### src/rtl/uart_rx_deserializer.sv
// uart_rx_deserializer
//   UART receive front end. Oversamples the asynchronous serial line, recovers 8N1 frames
//   (8E1 when UART_RX_PARITY_EN is defined) and presents the last good byte plus its two
//   nibbles for the 7-segment decoders downstream.
//
// Build option
//   UART_RX_PARITY_EN  defined: 8E1 frame with even parity check.
//                      undefined: 8N1 frame, parity_error tied low.
//
// Ports
//   clk          in   system clock, rising edge
//   rst          in   synchronous reset, active high
//   rx_serial    in   asynchronous serial line, idle high
//   rx_data      out  last correctly received byte
//   data_hi      out  rx_data[7:4]
//   data_lo      out  rx_data[3:0]
//   data_valid   out  one-cycle pulse, rx_data updated this cycle
//   frame_error  out  one-cycle pulse, stop bit sampled low
//   parity_error out  one-cycle pulse, parity mismatch
//   rx_busy      out  high while not idle
module uart_rx_deserializer #(
  parameter int unsigned CLK_FREQ     = 50000000,
  parameter int unsigned BAUD_RATE    = 115200,
  parameter int unsigned CLKS_PER_BIT = CLK_FREQ / BAUD_RATE
) (
  input  logic       clk,
  input  logic       rst,
  input  logic       rx_serial,
  output logic [7:0] rx_data,
  output logic [3:0] data_hi,
  output logic [3:0] data_lo,
  output logic       data_valid,
  output logic       frame_error,
  output logic       parity_error,
  output logic       rx_busy
);

  localparam int unsigned CntW = (CLKS_PER_BIT > 1) ? $clog2(CLKS_PER_BIT) : 1;
  localparam logic [CntW-1:0] CntMid  = CntW'(CLKS_PER_BIT / 2);
  localparam logic [CntW-1:0] CntLast = CntW'(CLKS_PER_BIT - 1);

  typedef enum logic [2:0] {
    StIdle,
    StStart,
    StData,
    StParity,
    StStop,
    StWaitIdle
  } state_e;

  state_e          state_q, state_d;
  logic [CntW-1:0] clk_cnt_q, clk_cnt_d;
  logic [2:0]      bit_idx_q, bit_idx_d;
  logic [7:0]      shift_q, shift_d;
  logic [7:0]      rx_data_q, rx_data_d;
  logic            valid_q, valid_d;
  logic            ferr_q, ferr_d;
  logic            sync1_q, sync2_q;
  logic            line;

`ifdef UART_RX_PARITY_EN
  logic            parity_q, parity_d;
  logic            perr_q, perr_d;
`endif

  // Two-flop synchroniser; reset to the idle level so reset never looks like a start bit.
  always_ff @(posedge clk) begin
    if (rst) begin
      sync1_q <= 1'b1;
      sync2_q <= 1'b1;
    end else begin
      sync1_q <= rx_serial;
      sync2_q <= sync1_q;
    end
  end

  assign line = sync2_q;

  always_comb begin
    state_d   = state_q;
    clk_cnt_d = clk_cnt_q;
    bit_idx_d = bit_idx_q;
    shift_d   = shift_q;
    rx_data_d = rx_data_q;
    valid_d   = 1'b0;
    ferr_d    = 1'b0;
`ifdef UART_RX_PARITY_EN
    parity_d  = parity_q;
    perr_d    = 1'b0;
`endif

    unique case (state_q)
      StIdle: begin
        clk_cnt_d = '0;
        bit_idx_d = '0;
        if (!line) begin
          state_d = StStart;
        end
      end

      StStart: begin
        if (clk_cnt_q == CntMid) begin
          clk_cnt_d = '0;
          // A start bit that has gone high again by mid-bit is treated as a glitch.
          state_d   = line ? StIdle : StData;
        end else begin
          clk_cnt_d = clk_cnt_q + CntW'(1);
        end
      end

      StData: begin
        if (clk_cnt_q == CntLast) begin
          clk_cnt_d = '0;
          shift_d   = {line, shift_q[7:1]};
          bit_idx_d = bit_idx_q + 3'd1;
          if (bit_idx_q == 3'd7) begin
`ifdef UART_RX_PARITY_EN
            state_d = StParity;
`else
            state_d = StStop;
`endif
          end
        end else begin
          clk_cnt_d = clk_cnt_q + CntW'(1);
        end
      end

      StParity: begin
`ifdef UART_RX_PARITY_EN
        if (clk_cnt_q == CntLast) begin
          clk_cnt_d = '0;
          parity_d  = line;
          state_d   = StStop;
        end else begin
          clk_cnt_d = clk_cnt_q + CntW'(1);
        end
`else
        state_d = StIdle;
`endif
      end

      StStop: begin
        if (clk_cnt_q == CntLast) begin
          clk_cnt_d = '0;
          if (!line) begin
            // Bad stop bit wins over any parity result.
            ferr_d  = 1'b1;
            state_d = StWaitIdle;
          end else begin
            // Leave at mid stop bit so a start bit half a bit later is still caught.
            state_d = StIdle;
`ifdef UART_RX_PARITY_EN
            if (^{shift_q, parity_q}) begin
              perr_d = 1'b1;
            end else begin
              rx_data_d = shift_q;
              valid_d   = 1'b1;
            end
`else
            rx_data_d = shift_q;
            valid_d   = 1'b1;
`endif
          end
        end else begin
          clk_cnt_d = clk_cnt_q + CntW'(1);
        end
      end

      StWaitIdle: begin
        // Hold off until the line returns high so a break does not re-trigger a frame.
        clk_cnt_d = '0;
        if (line) begin
          state_d = StIdle;
        end
      end

      default: begin
        state_d = StIdle;
      end
    endcase
  end

  always_ff @(posedge clk) begin
    if (rst) begin
      state_q   <= StIdle;
      clk_cnt_q <= '0;
      bit_idx_q <= '0;
      shift_q   <= '0;
      rx_data_q <= '0;
      valid_q   <= 1'b0;
      ferr_q    <= 1'b0;
`ifdef UART_RX_PARITY_EN
      parity_q  <= 1'b0;
      perr_q    <= 1'b0;
`endif
    end else begin
      state_q   <= state_d;
      clk_cnt_q <= clk_cnt_d;
      bit_idx_q <= bit_idx_d;
      shift_q   <= shift_d;
      rx_data_q <= rx_data_d;
      valid_q   <= valid_d;
      ferr_q    <= ferr_d;
`ifdef UART_RX_PARITY_EN
      parity_q  <= parity_d;
      perr_q    <= perr_d;
`endif
    end
  end

  assign rx_data     = rx_data_q;
  assign data_hi     = rx_data_q[7:4];
  assign data_lo     = rx_data_q[3:0];
  assign data_valid  = valid_q;
  assign frame_error = ferr_q;
  assign rx_busy     = (state_q != StIdle);

`ifdef UART_RX_PARITY_EN
  assign parity_error = perr_q;
`else
  assign parity_error = 1'b0;
`endif

endmodule

### config.mk
export PLATFORM = sky130hd
export DESIGN_NAME = uart_rx_deserializer
export DESIGN_NICKNAME = d
export VERILOG_FILES = /design/src/rtl/uart_rx_deserializer.sv
export SDC_FILE = /design/constraint.sdc
export NUM_CORES = 1
export LEC_CHECK = 0
export CAP_MARGIN = 20
export CORE_ASPECT_RATIO = 0.75
export CORE_MARGIN = 3
export CORE_UTILIZATION = 35
export CTS_BUF_LIST = sky130_fd_sc_hd__clkbuf_8
export CTS_CLUSTER_DIAMETER = 120
export DETAILED_ROUTE_END_ITERATION = 16
export GPL_ROUTABILITY_DRIVEN = 0
export SLEW_MARGIN = 20
export SYNTH_ARGS = -nofsm -noshare
export SYNTH_HDL_FRONTEND = slang
export SYNTH_SLANG_ARGS = --single-unit
### constraint.sdc
create_clock -name clk -period 2.4 [get_ports clk]
set_input_delay 0.72 -clock clk [delete_from_list [all_inputs] [get_ports clk]]
set_output_delay 0.72 -clock clk [all_outputs]
set_load 0.1 [all_outputs]
==> results.yml <==
pwr:
  ir_worst_vdd_v: 0.0002132
  clock_power_share: 0.378
  combPwrFrac: 0.054
  internal_power_uw: 798.4
  switching_power_uw: 242.6
  p_leak_uw: 0.0007664
  p_seq_frac: 0.568
  switching_share: 0.2330
  power.density_mw_per_mm2: 515.5
sta:
  max_slew_margin: 0.6442
  whs_ns: 0.4089
  final-setup-viol-count: 0
  skew_ns: 0.005261
  min_period_over_period: 0.8906
  tns_ns: 0
  drv_slew: 0
  worst_slack_ns: 0.2625
  worst_pin_slew_ns: 0.5301
  final.min_clock_period_ns: 2.137
  rsz0062_at_grt: "no"
  max_freq_ghz: 0.4678
  hold_viol: 0
setup_path:
  setup.worst_path.start_class: "flip-flop"
  rr_endpoint: "rx_data[4]"
  r2r_cells: 7
  startpoint: "state_q[0]"
  reg2reg_from: "clk_cnt_q[0]"
  reg2reg_setup_slack_ns: 0.51
  cp.required_ns: 1.68
  cp-end-kind: "output port"
  path_class: "flip-flop to output port"
  worstSetupEndpoint: "rx_busy"
  arrival_ns: 1.42
  cp_max_fo: 13
clock_network:
  postCtsSetupRepairBufs: 0
  clk_latency_ns: 0.28
  ctsResizeCount: 0
  cts_tree: "yes"
  hold_buffers: 0
  cts.sinks: 35
  clock_path_buffers: 2
  cts_buffers: 5
  clockRootBuffer: "clkbuf_8"
  clk_pin_slew_ns: 0.06
  htreeDepth: 2
synth:
  synth_edf_count: 0
  ys.flop_type: "dfxtp_1"
  async_flop_share: 0
  syn_avg_cell_area_um2: 8.613
  yosysWarnings: 0
  synthCells: 206
  synth_nets: 213
  synthTopCellsByArea: "dfxtp_1, nand2_1, a21oi_1"
  ys_types: 51
  synth-seq-cells: 35
  synth_top_area_share: 0.3949
  yosysSeqAreaShare: 0.3949
  syn_area_mm2: 0.001774
  synth_top_area_cell: "dfxtp_1"
finish:
  drive_gt1_frac: 0.1900
  fin_nets: 227
  area_growth_pct: 13.82
  fin_util: 0.4318
  layout_commonest_cell: "dfxtp_1"
  layout_common_cells: "dfxtp_1, nand2_1, buf_4"
  diodes: 0
  n_fill_cell: 464
global_routing:
  grt_overflow: 0
  grt_pass1_vias: 1282
  antenna_found_initial: 0
  grt_pass1_wl_um: 6223
  grt_usage: 0.1347
  grt_max_degree: 30
floorplan:
  die_h_um: 67.66
  start_util: 0.3793
  dieArea_mm2: 0.005968
  boundaryPins: 23
  rows: 21
  die_w_um: 88.21
  core-area_mm2: 0.004677
drt:
  wl_um: 3744
  drt_pre_antenna_iters: 4
  drc: 0
  drt-initial-drc-count: 130
  ant_nets: 0
  routedWlPerCell_um: 13.47
  num_vias: 1492
  viasPerCell: 5.367
flow_run:
  max_cap_violations: 0
placed_design:
  place_hpwl_um: 2706
  io_buffer_count: 21
  pre_cts_slack_ns: 0.2579
hold_path:
  hold_class: "flip-flop to flip-flop"
run_status:
  status: "complete, no violations"
## area by class of cell
class	instances	area, µm²	share of cell area
well taps	57	71.32	0.03532
inverters	5	18.77	0.009294
repair buffers	25	205.2	0.1016
multi-input cells	148	942.2	0.4665
clock inverters	3	12.51	0.006196
clock buffers	5	68.82	0.03408
flip-flops and latches	35	700.7	0.3470
## flip-flops by register name (all words and copies together), names as in the netlist
register and count:
clk_cnt_q 9, rx_data 8, line 1, state_q 3
shift_q 8, sync1_q 1, data_valid 1, bit_idx_q 3
frame_error 1
## worst min path at each step
| stage | slack (ns) | to | depth (start not counted) | from |
|---|---|---|---|---|
| final | 0.41 | line | 1 | sync1_q |
| after global routing | 0.45 | line | 1 | sync1_q |
| after CTS | 0.41 | line | 1 | sync1_q |
| after detailed placement | 0.39 | line | 1 | sync1_q |
| after global placement | 0.39 | line | 1 | sync1_q |
| after floorplan | 0.39 | line | 1 | sync1_q |
## worst max-delay path, stage by stage (launching register included)
cell     delay (ns)
dfxtp_1        0.45
or3_1          0.47
buf_12         0.21
## per-layer routing
layer / GRT usage / part of all wire / routed length, µm
met5: 0 / 0 / 0
met3: 0.04146 / 0.088 / 328
met1: 0.2007 / 0.50 / 1882
met4: 0.04340 / 0.0099 / 37
met2: 0.1810 / 0.40 / 1495
## power by group through the flow
stage | Clock [µW] | Sequential [µW] | Combinational (µW)
floorplan | 0 | 600 | 42.7
global placement | 0 | 604 | 56.0
detailed placement | 0 | 604 | 56.1
CTS | 405 | 590 | 56.3
global route | 437 | 591 | 60.1
finish | 394 | 591 | 56.3
## metrics by stage
| stage | cells | total power (µW) | cell area, µm² |
|---|---|---|---|
| after floorplan | 206 | 643.0 | 1774 |
| after global routing | 278 | 1088 | 2019 |
| after global placement | 270 | 659.9 | 1938 |
| after detailed placement | 270 | 659.8 | 1938 |
| final | 278 | 1041 | 2019 |
| after CTS | 278 | 1052 | 2019 |
## cells by family (layout without fill, tap and decap cells)
family,count (synthesis),count (layout),synth area share
other,1,1,0.002114
buffers and inverters,23,38,0.07404
muxes,8,8,0.04514
AOI/OAI and AO/OA,45,45,0.1721
and+or+nand+nor,90,90,0.2835
adders and majority gates,4,4,0.02821
DFF,35,35,0.3949
## synthesized netlist by cell type (2+ instances only)
cell type   n
clkbuf_1    5
nand3_1    10
o21a_1      2
nand2_1    28
buf_4       9
nor4_1      5
buf_2       3
ha_1        4
mux2i_1     8
a31o_2      2
nor2_1     14
a211oi_1    5
nor3_1      3
or2_2       4
a21oi_1    16
inv_1       5
o211ai_1    5
nand2b_1    6
a221oi_1    2
nor2b_1     2
or3_1       3
dfxtp_1    35
a21o_1      2
(Power assumes the default switching activity.)
==> RTL edit: new RTL, same flow settings <==
`CLK_FREQ`: 50000000 -> 12500000.
--- a/src/rtl/uart_rx_deserializer.sv
+++ b/src/rtl/uart_rx_deserializer.sv
@@ -19,7 +19,7 @@
 //   parity_error out  one-cycle pulse, parity mismatch
 //   rx_busy      out  high while not idle
 module uart_rx_deserializer #(
-  parameter int unsigned CLK_FREQ     = 50000000,
+  parameter int unsigned CLK_FREQ     = 12500000,
   parameter int unsigned BAUD_RATE    = 115200,
   parameter int unsigned CLKS_PER_BIT = CLK_FREQ / BAUD_RATE
 ) (
Check against the original RTL: same outputs for any inputs over 10 cycles, from zero or initial values and one cycle with rst high; that may be too few to reach the edited logic, so the function may still have changed.
==> RTL edit against the original RTL <==
  * Cell area is 3.4% lower
  * Worst setup slack worse by 0.021 ns
  * Count of clock-buffer cells in the layout stayed put
  * Synthesized cell count is 7.3% lower
  * Via count is 9.0% lower
  * Sequential cell count is 2 lower
  * Utilization is 0.27 points lower
  * Clock skew is 0.0024 ns higher
  * Routed wire length is 8.0% lower
  * Register-to-register slack hardly changed
  * Area after synthesis is 5.1% lower
  * Critical path type unchanged
Power is not compared: it rests on default switching activity, and its combinational part moved more than twofold at a synthesized area within 25%.
==> RTL edit: results (changes against the original RTL) <==
H-tree depth=2 (unchanged); Tightest Pin Transition=0.5201 ns (-0.01001 ns); CTS resizes=0 (unchanged); sequential cell count=33 (-5.7%); Critical Path AT=1.44 ns (+0.02 ns); synth top area cells=dfxtp_1 (39%), mux2i_1 (5.3%), nand2_1 (4.9%); largest net degree at the start of global routing=23 (-23%); CP max stage cell=or3_1; multi-input logic area=889.6 sq um (-5.6%); status=complete, no violations; fill count=431 (-7.1%); sequential share of the synthesized area=39.23% (-0.26 points); Vias=1,357 (-9.0%); clk tree area frac=4.426% (+0.40 points); clk slew on worst S/H paths=0.07 ns; Synth Warn #=0 (unchanged); leakage power=0.7520 nW; Final #Nets=213 (-6.2%); Post-DP HPWL=2.489 mm (-8.0%); initial antenna violation count=0 (unchanged); port buffer count=21 (unchanged); post-CTS setup buffers=0 (unchanged); count of multi-input gates=133 (-10%); clock skew=0.007704 ns (+0.002444 ns); Max stage delay on crit path=0.52 ns (+0.05 ns); met1 WL=1.935 mm (+2.8%); dpl ws=0.5007 ns (+0.2428 ns); CP top delay family=simple AND/OR/NAND/NOR gates; Non-clock inverters=6 (+1); met2 WL=1.282 mm (-14%); clk_lat worst skew=0.28 ns (about the same); Seq. cell area=660.6 sq um (-5.7%); Synth top cells by count=dfxtp_1 (33), nand2_1 (22), nor2_1 (15); global-route wire length before repair=5.651 mm (-9.2%); R2R cell count=5 (-2); layout cells sized above 1=21.26% (+2.3 points); Final Hold Fails=0 (unchanged); Max Fanout on Critical Path=13 (unchanged); drt total wl=3.444 mm (-8.0%); TritonRoute pass-1 iters=4 (unchanged); met3 wire length=188 um (-43%); GRT Resource Usage Total=12.71% (-0.76 points); hold depth=1 (unchanged); Non-Clock Buffer Area Fraction=11.29% (+1.1 points); 1st-iter DRT viols=100 (-23%); distinct cell type count after synthesis=47 (-7.8%); Synth Net Count=198 (-7.0%); vias in the first global route=1,104 (-14%); number of non-clock buffers=27 (+8.0%)
==> RTL edit: cell count changes after synthesis, moves of 3 or more <==
cell	unedited run	this run
or3_1	3	6
o221ai_1	0	3
and3_1	1	4
nand2_1	28	22
o32ai_1	0	3
o211ai_1	5	2
nor4_1	5	1
nand3_1	10	6
a211oi_1	5	2
==> RTL edit: final timing paths <==
kind	startpoint	end	slack [ns]
max	state_q[2]$_SDFFE_PP0P_	rx_busy	0.24
min	sync1_q$_SDFF_PP1_	line$_SDFF_PP1_	0.42
max reg2reg	clk_cnt_q[1]$_SDFFE_PP0P_	bit_idx_q[1]$_SDFFE_PP0P_	0.51
min reg2reg	sync1_q$_SDFF_PP1_	line$_SDFF_PP1_	0.42
==> RTL edit: report_power, final <==
group          switching (W)  internal (W)
clock               0.000206      0.000200
sequential         0.0000308      0.000561
combinational       0.000169      0.000143
total               0.000406      0.000904
==> RTL edit: stage by stage <==
stage	hold WS (ns)	utilization [%]	cells	instance area, sq um
3_5_place_dp	0.4081	41.01	256	1864
3_3_place_gp	0.3977	41.01	256	1864
6_report	0.4208	42.91	264	1951
4_1_cts	0.4286	42.91	264	1951
2_1_floorplan	0.3895	-	191	1684
5_1_grt	0.4344	42.91	264	1951
==> RTL edit: cells by family (layout without fill, tap and decap cells) <==
family,count (synthesis),after routing,synth area share (%)
AND/OR/NAND/NOR,79,79,26.60
AO/OA/AOI/OAI,38,38,16.12
flip-flops,33,33,39.23
buffers and inverters,25,41,7.949
multiplexers,11,11,6.909
adder cells (fa/ha/maj),4,4,2.972
other,1,1,0.2227
==> RTL edit: metal layers <==
layer	vias to the layer above	track usage [%]
met5	-	0
met4	0	4.348
met3	5	3.736
met2	33	15.38
met1	617	20.23
li1	702	-
